<file path="config.mk">
export PLATFORM = sky130hd
export DESIGN_NAME = serial_addsub
export DESIGN_NICKNAME = d
export VERILOG_FILES = /design/src/rtl/addsub_pkg.sv /design/src/rtl/digit_adder.sv /design/src/rtl/serial_addsub.sv
export SDC_FILE = /design/constraint.sdc
export NUM_CORES = 1
export LEC_CHECK = 0
export ABC_AREA = 1
export ABC_CLOCK_PERIOD_IN_PS = 2300
export CORE_MARGIN = 1.5
export CORE_UTILIZATION = 54
export DETAILED_ROUTE_END_ITERATION = 12
export MAX_ROUTING_LAYER = met4
export PLACE_DENSITY = 0.94
export SLEW_MARGIN = 20
export SYNTH_ARGS = -nofsm -noshare
export SYNTH_HDL_FRONTEND = slang
export SYNTH_SLANG_ARGS = --single-unit
</file>
<file path="constraint.sdc">
create_clock -name clk -period 2.3 [get_ports clk]
set_clock_uncertainty 0.2 [all_clocks]
set_input_delay 0.46 -clock clk [delete_from_list [all_inputs] [get_ports clk]]
set_output_delay 0.46 -clock clk [all_outputs]
set_load 0.1 [all_outputs]
</file>
<file path="src/rtl/addsub_pkg.sv">
// Shared definitions for the digit-serial adder/subtractor:
// op encodings, FSM states and sizing helpers.
package addsub_pkg;

  localparam logic [1:0] OP_ADD = 2'b00;
  localparam logic [1:0] OP_SUB = 2'b01;
  localparam logic [1:0] OP_ADC = 2'b10;
  localparam logic [1:0] OP_SBB = 2'b11;

  typedef enum logic [1:0] {
    IDLE = 2'd0,
    RUN  = 2'd1,
    DONE = 2'd2
  } state_t;

  // Digit counter width; never below one bit.
  function automatic int cnt_width(
    input int width,
    input int digit
  );
    int n;
    n = width / digit;
    return (n > 1) ? $clog2(n) : 1;
  endfunction

  // Initial carry into digit 0.
  function automatic logic carry0(
    input logic [1:0] op,
    input logic       cin
  );
    logic c;
    unique case (op)
      OP_ADD:  c = 1'b0;
      OP_SUB:  c = 1'b1;
      default: c = cin;
    endcase
    return c;
  endfunction

endpackage

</file>
<file path="src/rtl/digit_adder.sv">
// Combinational DIGIT-bit ripple adder.
// Ports: x, y, ci in; s sum, co carry out, c_msb carry into top bit.
module digit_adder #(
  parameter int DIGIT = 1
) (
  input  logic [DIGIT-1:0] x,
  input  logic [DIGIT-1:0] y,
  input  logic             ci,
  output logic [DIGIT-1:0] s,
  output logic             co,
  output logic             c_msb
);

  logic cc;

  always_comb begin
    cc    = ci;
    s     = '0;
    c_msb = ci;
    for (int i = 0; i < DIGIT; i++) begin
      if (i == DIGIT - 1) begin
        c_msb = cc;
      end
      s[i] = x[i] ^ y[i] ^ cc;
      cc   = (x[i] & y[i]) | (cc & (x[i] ^ y[i]));
    end
    co = cc;
  end

endmodule

</file>
<file path="src/rtl/serial_addsub.sv">
// Digit-serial WIDTH-bit add/sub engine, LSB digit first.
// Ports: clk, rst_n (sync, low), start/op/a/b/cin in;
//        busy, done, result, carry, ovf, zero out.
module serial_addsub
  import addsub_pkg::*;
#(
  parameter int WIDTH = 8,
  parameter int DIGIT = 1
) (
  input  logic             clk,
  input  logic             rst_n,
  input  logic             start,
  input  logic [1:0]       op,
  input  logic [WIDTH-1:0] a,
  input  logic [WIDTH-1:0] b,
  input  logic             cin,
  output logic             busy,
  output logic             done,
  output logic [WIDTH-1:0] result,
  output logic             carry,
  output logic             ovf,
  output logic             zero
);

  localparam int N  = WIDTH / DIGIT;
  localparam int CW = cnt_width(WIDTH, DIGIT);

  state_t state_q, state_d;

  logic [WIDTH-1:0] a_q, a_d;
  logic [WIDTH-1:0] b_q, b_d;
  logic             cy_q, cy_d;
  logic [CW-1:0]    cnt_q, cnt_d;

  logic [WIDTH-1:0] res_d;
  logic             carry_d;
  logic             ovf_d;
  logic             zero_d;
  logic             busy_d;
  logic             done_d;

  logic [DIGIT-1:0] dsum;
  logic             dco;
  logic             dmsb;
  logic [WIDTH-1:0] res_sh;
  logic             last;

  digit_adder #(
    .DIGIT(DIGIT)
  ) u_digit (
    .x    (a_q[DIGIT-1:0]),
    .y    (b_q[DIGIT-1:0]),
    .ci   (cy_q),
    .s    (dsum),
    .co   (dco),
    .c_msb(dmsb)
  );

  // New digit enters at the top; after N shifts
  // digit 0 has reached the bottom.
  assign res_sh = (result >> DIGIT)
                | (WIDTH'(dsum) << (WIDTH - DIGIT));

  assign last = (cnt_q == CW'(N - 1));

  always_comb begin
    state_d = state_q;
    a_d     = a_q;
    b_d     = b_q;
    cy_d    = cy_q;
    cnt_d   = cnt_q;
    res_d   = result;
    carry_d = carry;
    ovf_d   = ovf;
    zero_d  = zero;
    busy_d  = busy;
    done_d  = 1'b0;
    unique case (state_q)
      IDLE, DONE: begin
        if (start) begin
          a_d     = a;
          b_d     = op[0] ? ~b : b;
          cy_d    = carry0(op, cin);
          cnt_d   = '0;
          state_d = RUN;
          busy_d  = 1'b1;
        end else if (state_q == DONE) begin
          state_d = IDLE;
        end
      end
      RUN: begin
        a_d   = a_q >> DIGIT;
        b_d   = b_q >> DIGIT;
        cy_d  = dco;
        cnt_d = cnt_q + CW'(1);
        res_d = res_sh;
        if (last) begin
          state_d = DONE;
          busy_d  = 1'b0;
          done_d  = 1'b1;
          carry_d = dco;
          ovf_d   = dco ^ dmsb;
          zero_d  = (res_sh == '0);
        end
      end
      default: begin
        state_d = IDLE;
        busy_d  = 1'b0;
      end
    endcase
  end

  always_ff @(posedge clk) begin
    if (!rst_n) begin
      state_q <= IDLE;
      a_q     <= '0;
      b_q     <= '0;
      cy_q    <= 1'b0;
      cnt_q   <= '0;
      result  <= '0;
      carry   <= 1'b0;
      ovf     <= 1'b0;
      zero    <= 1'b0;
      busy    <= 1'b0;
      done    <= 1'b0;
    end else begin
      state_q <= state_d;
      a_q     <= a_d;
      b_q     <= b_d;
      cy_q    <= cy_d;
      cnt_q   <= cnt_d;
      result  <= res_d;
      carry   <= carry_d;
      ovf     <= ovf_d;
      zero    <= zero_d;
      busy    <= busy_d;
      done    <= done_d;
    end
  end

endmodule

</file>
==> results of run 1 <==
[tightest hold or removal path, cell delays in order (launching register included)]
cell     delay (ns)
dfxtp_1        0.32
nand2_1        0.06
a21oi_1        0.06
[how the worst max path moves through the flow]
stage,slack [ns],from,to,depth (start not counted)
floorplan,0.63,result[5],zero,5
global placement,0.35,start,a_q[5],7
detailed placement,0.28,start,b_q[0],7
CTS,0.57,result[3],result[3],1
global route,0.49,state_q[0],a_q[5],6
finish,0.57,result[2],result[2],1
[state kept, by name, summed over array words and instances (netlist names)]
register  flops
carry         1
busy          1
ovf           1
result        8
cnt_q         3
a_q           8
cy_q          1
state_q       2
zero          1
b_q           8
done          1
[power groups by stage]
stage          clock [mW]  combinational, mW  sequential [mW]
3_5_place_dp            0              0.325            0.686
6_report            0.466              0.327            0.672
3_3_place_gp            0              0.318            0.685
5_1_grt             0.498              0.360            0.677
4_1_cts             0.470              0.328            0.672
2_1_floorplan           0              0.149            0.778
[metrics by stage]
step	hold WS (ns)	instances
floorplan	0.2352	240
global placement	0.2514	298
detailed placement	0.2587	298
CTS	0.2721	306
global route	0.2873	306
finish	0.2692	306
[metal layers]
layer / part of all wire (%) / track usage [%] / wire (µm)
met1: 45 / 27.49 / 1506
met2: 47 / 38.80 / 1582
met3: 5.6 / 4.688 / 186
met4: 1.9 / 9.967 / 65
met5: 0 / - / 0
[area by class of cell]
class | instances | share of cell area [%]
clock buffer | 6 | 2.523
clock inverter | 2 | 1.723
inverter | 33 | 6.092
multi-input combinational | 163 | 37.42
sequential | 35 | 34.46
tap | 31 | 1.908
timing repair buffer | 36 | 15.88
[kinds of logic (layout without fill, tap and decap cells)]
logic type / count (synthesis) / in the layout / synth area share, %
flops: 35 / 35 / 42.62
simple gates: 130 / 130 / 33.71
fa+ha+maj: 3 / 3 / 2.740
xor+xnor: 2 / 2 / 1.066
buf+inv: 42 / 77 / 11.11
compound gates: 28 / 28 / 8.752
[cells in the final DEF, fill, tap and decap left out, drive strengths merged]
cell           count
xor2               2
o21ai             11
a21oi             17
clkdlybuf4s50     21
clkbuf             6
nor2              24
fa                 1
ha                 2
nand2             83
nor3               1
bufinv             1
dfxtp             35
inv               33
buf               15
clkinv             1
nand3             22
==> out/qor.txt, run 1 <==
HPWL Detailed -> 2.292 mm
Post-synth EDFFs -> 0
Synth Flop Type -> dfxtp_1
Starting Density -> 58.12%
Seq/Total Area, Yosys -> 42.62%
Int Power -> 1.008 mW
Setup Buffers After CTS -> 0
Synth cell types -> 23
Design Power -> 1.465 mW
Yosys reg bits -> 35
Fin worst setup slack -> 0.5656 ns
Drt pass-1 iters -> 8
Boundary Pins -> 35
Worst flop-to-flop path startpoint -> state_q[0]
Drc violations -> 4
Synth async-reset ratio -> 0%
Hold Buf Count CTS -> 0
Final Hold Vio Count -> 0
Status -> complete, but fails checks
Worst Path Max Fanout -> 4
Setup CP Type -> register to primary output
Switching power total -> 0.4572 mW
Die Width -> 58.18 µm
Slowest stage cell on the critical path -> dfxtp_1
Die H -> 58.18 µm
Leakage -> 1.014 nW
Mapped Nets -> 265
Wire per inst -> 10.91 µm
Max cap viols -> 0
Critical path launch point type -> register
Final setup TNS -> 0 ns
Most common cell in the synthesized netlist -> nand2_1
Core Util, Final -> 71.87%
Fmax achieved -> 0.5766 GHz
Comb pwr share -> 22.3%
Sw frac -> 31.20%
R2R cell count -> 6
GP Congestion -> 0.8283
H-tree levels -> 2
Setup-failing EPs final -> 0
Final instance area -> 0.002033 mm²
Die area -> 0.003384 mm²
Sequential Area -> 700.7 µm²
Post_cts resized -> 0
Count of mapped cells out of synthesis -> 240
ANT nets after route -> 0
Core area -> 0.002829 mm²
Crit. End Element -> primary output
Period utilization -> 75.41%
Vias per inst -> 5.095
Min-delay src -> a_q[4]
TritonCTS Buffers -> 5
Worst Path Required -> 1.64 ns
Reg2reg end -> a_q[2]
CTS root buf -> clkbuf_4
Critical Path Max Stage Delay -> 0.41 ns
Proportion of layout cells with a drive suffix above 1 -> 12.00%
Num Clock Sinks -> 35
Synth top area share -> 42.62%
Most frequent cells after synthesis -> nand2_1 (80), dfxtp_1 (35), inv_1 (31)
Slew Limit Fails -> 0
CTS tree -> built
Reg2reg setup slack -> 0.64 ns
Max_slew headroom -> 60.34%
Maximum VDD drop -> 0.4641 mV
Largest net degree at the start of global routing -> 27
# diodes -> 0
First-pass GRT wire length -> 5.968 mm
Violated checks -> DRC
Fillcell total -> 243
Flop pwr share -> 45.9%
Clk Latency, worst-skew pair -> 0.35 ns
Delay-heaviest family, CP -> flip-flops
Synthesized cell area -> 0.001644 mm²
Critical Path, Cell by Cell -> buf_4
Mean Syn Cell Area -> 6.850 µm²
# rows -> 19
Routed vias -> 1,559
Longest Clk Path Bufs -> 2
I/O Buffers -> 34
Yosys warning count -> 0
WP buf/inv -> 1
Hold Crit Endpoint -> a_q[4]
Tot GR Track Use -> 23.39%
Hold path cells -> 2
Synth top area cells -> dfxtp_1 (43%), nand2_1 (18%), inv_1 (7.1%)
Area Growth Syn to Fin -> 23.67%
Grt total ovfl -> 0
Power density over the cells -> 720.7 mW/mm²
Number of antenna violations at the first check in global routing -> 0
Clock transition at path regs -> 0.11 ns
Yosys top cell by area -> dfxtp_1
Cell Area, Placed -> 0.001947 mm²
RSZ-0062 raised after global routing -> no
Worst hold path class -> register to register
CP Data Arrival Time -> 1.07 ns
Pre-CTS worst setup slack -> 0.2772 ns
Clock group share of total power -> 31.8%
Multi-input logic area -> 760.7 µm²
Detailed Route WL -> 3.339 mm
Nets -> 299
Initial DRC Count -> 116
Worst slew pin tran -> 0.5935 ns
Vias in the first global route -> 1,445
Minimum clock period -> 1.734 ns
No activity file was read; power rests on OpenSTA's default activity.
==> run 2, diff against run 1 <==
--- a/config.mk
+++ b/config.mk
@@ -6,12 +6,12 @@
 export NUM_CORES = 1
 export LEC_CHECK = 0
 export ABC_AREA = 1
-export ABC_CLOCK_PERIOD_IN_PS = 2300
+export ABC_CLOCK_PERIOD_IN_PS = 1700
 export CORE_MARGIN = 1.5
-export CORE_UTILIZATION = 54
+export CORE_UTILIZATION = 50
 export DETAILED_ROUTE_END_ITERATION = 12
 export MAX_ROUTING_LAYER = met4
-export PLACE_DENSITY = 0.94
+export PLACE_DENSITY = 0.89
 export SLEW_MARGIN = 20
 export SYNTH_ARGS = -nofsm -noshare
 export SYNTH_HDL_FRONTEND = slang
==> constraint.sdc (replaced) <==
create_clock -name clk -period 1.7 [get_ports clk]
set_clock_uncertainty 0.2 [all_clocks]
set_input_delay 0.34 -clock clk [delete_from_list [all_inputs] [get_ports clk]]
set_output_delay 0.34 -clock clk [all_outputs]
set_load 0.1 [all_outputs]
==> out/qor.txt, run 2 (synthesis gave the netlist of run 1 again) <==
Die Width -> 60.34 µm (+3.7%)
Crit. End Element -> primary output
Longest Clk Path Bufs -> 2 (unchanged)
Core Util, Final -> 72.68% (+0.81 points)
CP Data Arrival Time -> 0.97 ns (-0.10 ns)
Worst hold margin -> 0.2668 ns (-0.002406 ns)
Wire per inst -> 10.58 µm (-3.1%)
Setup Buffers After CTS -> 0 (unchanged)
Critical path launch point type -> register
Die H -> 60.34 µm (+3.7%)
Maximum VDD drop -> 0.5357 mV (+15%)
Critical Path, Cell by Cell -> buf_12
Reg2reg setup slack -> 0.19 ns (-0.45 ns)
Post-Layout Cell Count -> 323 (+5.6%)
Core area -> 0.003078 mm² (+8.8%)
Setup CP Type -> register to primary output
Leakage -> 1.067 nW (+5.3%)
Max cap viols -> 0 (unchanged)
Drc violations -> 0 (-4)
Minimum clock period -> 1.511 ns
Drt pass-1 iters -> 5 (-3)
Critical Path Source -> result[7]
Grt total ovfl -> 0 (unchanged)
# diodes -> 0 (unchanged)
Reg2reg end -> zero
Num Clock Sinks -> 35 (unchanged)
CTS root buf -> clkbuf_4
I/O Buffers -> 34 (unchanged)
Post_cts resized -> 0 (unchanged)
Power density over the cells -> 864.8 mW/mm² (+20%)
Clock transition at path regs -> 0.10 ns (about the same)
Detailed Route WL -> 3.417 mm (+2.3%)
Final Hold Vio Count -> 0 (unchanged)
Proportion of layout cells with a drive suffix above 1 -> 12.90% (+0.90 points)
Most common cell after layout, fill and taps aside -> nand2_1
ANT nets after route -> 0 (unchanged)
Number of antenna violations at the first check in global routing -> 0 (unchanged)
Final setup TNS -> 0 ns (unchanged)
Slew Limit Fails -> 0 (unchanged)
HPWL Detailed -> 2.537 mm (+11%)
Pre-CTS worst setup slack -> -0.05862 ns (-0.3359 ns)
Critical Path Stages -> 1 (unchanged)
Hold path cells -> 2 (unchanged)
Max_slew headroom -> 65.32% (+5.0 points)
Starting Density -> 53.41% (-4.7 points)
WP buf/inv -> 1 (unchanged)
Critical Path Max Stage Delay -> 0.44 ns (+0.03 ns)
Worst slew pin tran -> 0.5196 ns (-0.07389 ns)
Delay-heaviest family, CP -> flip-flops
Final instance area -> 0.002237 mm² (+10%)
Vias per inst -> 4.827 (-5.3%)
RSZ-0062 raised after global routing -> no
Cell Area, Placed -> 0.002168 mm² (+11%)
Vias in the first global route -> 1,449 (+0.28%)
Fin worst setup slack -> 0.1887 ns (-0.3769 ns)
Period utilization -> 88.90%
Design Power -> 1.935 mW (+32%)
R2R cell count -> 6 (unchanged)
Die area -> 0.003641 mm² (+7.6%)
Nets -> 303 (+1.3%)
Initial DRC Count -> 89 (-23%)
First-pass GRT wire length -> 5.871 mm (-1.6%)
Largest registers -> a_q (8), b_q (8), result (8)
Tot GR Track Use -> 22.45% (-0.94 points)
Worst flop-to-flop path startpoint -> cy_q
H-tree levels -> 2 (unchanged)
Area Growth Syn to Fin -> 36.07%
Hold Buf Count CTS -> 0 (unchanged)
Boundary Pins -> 35 (unchanged)
Largest net degree at the start of global routing -> 21 (-22%)
Fmax achieved -> 0.6617 GHz
Worst Path Required -> 1.16 ns (-0.48 ns)
Setup-failing EPs final -> 0 (unchanged)
Worst Path Max Fanout -> 4 (unchanged)
Critical Path End -> result[7]
Most frequent cells in the layout -> nand2_1 (80), dfxtp_1 (35), inv_1 (31)
Placed insts -> 315 (+5.7%)
Routed vias -> 1,559 (unchanged)
Clk Latency, worst-skew pair -> 0.33 ns (-0.02 ns)
TritonCTS Buffers -> 5 (unchanged)
CTS tree -> built
Slowest stage cell on the critical path -> dfxtp_1
GP Congestion -> 0.7757 (-6.4%)
Worst hold path class -> register to register
Status -> finished clean
# rows -> 20 (+1)
==> run 2: cell count changes in the layout (fill, tap and decap cells not counted) <==
cell       before  now
buf_12          0   14
bufinv_16       1    0
clkinv_2        1    0
clkbuf_1        0    1
clkbuf_8        1    2
buf_4          15    5
==> run 2: layout make-up <==
type | count | area [µm²]
clock buffers | 8 | 68.82
fillers | 246 | 840.8
inverters | 33 | 123.9
multi-input cells | 163 | 760.7
flip-flops and latches | 35 | 700.7
well taps | 44 | 55.05
repair buffers | 40 | 528.0
==> run 2: metal layers <==
layer	part of all wire (%)	track usage (%)	vias to the layer above
met5	0	-	-
li1	-	-	813
met3	6.0	3.838	2
met2	52	39.75	49
met1	42	23.33	695
met4	0.53	12.70	0
==> run 2: where the power goes <==
part / internal, mW / switching, mW
clock: 0.243 / 0.270
combinational: 0.201 / 0.300
sequential: 0.873 / 0.0472
==> run 2: how the worst min path moves through the flow <==
stage	to	slack, ns	start
after global placement	a_q[7]	0.25	a_q[7]
after CTS	a_q[7]	0.27	a_q[7]
after global routing	a_q[7]	0.29	a_q[7]
final	a_q[7]	0.27	a_q[7]
after detailed placement	a_q[7]	0.26	a_q[7]
after floorplan	cnt_q[0]	0.24	cnt_q[0]
==> run 3, diff against run 2 <==
--- a/config.mk
+++ b/config.mk
@@ -12,7 +12,6 @@
 export DETAILED_ROUTE_END_ITERATION = 12
 export MAX_ROUTING_LAYER = met4
 export PLACE_DENSITY = 0.89
-export SLEW_MARGIN = 20
 export SYNTH_ARGS = -nofsm -noshare
 export SYNTH_HDL_FRONTEND = slang
 export SYNTH_SLANG_ARGS = --single-unit
==> results of run 3 <==
Final layout, timing and power as in run 2 (identical DEF).
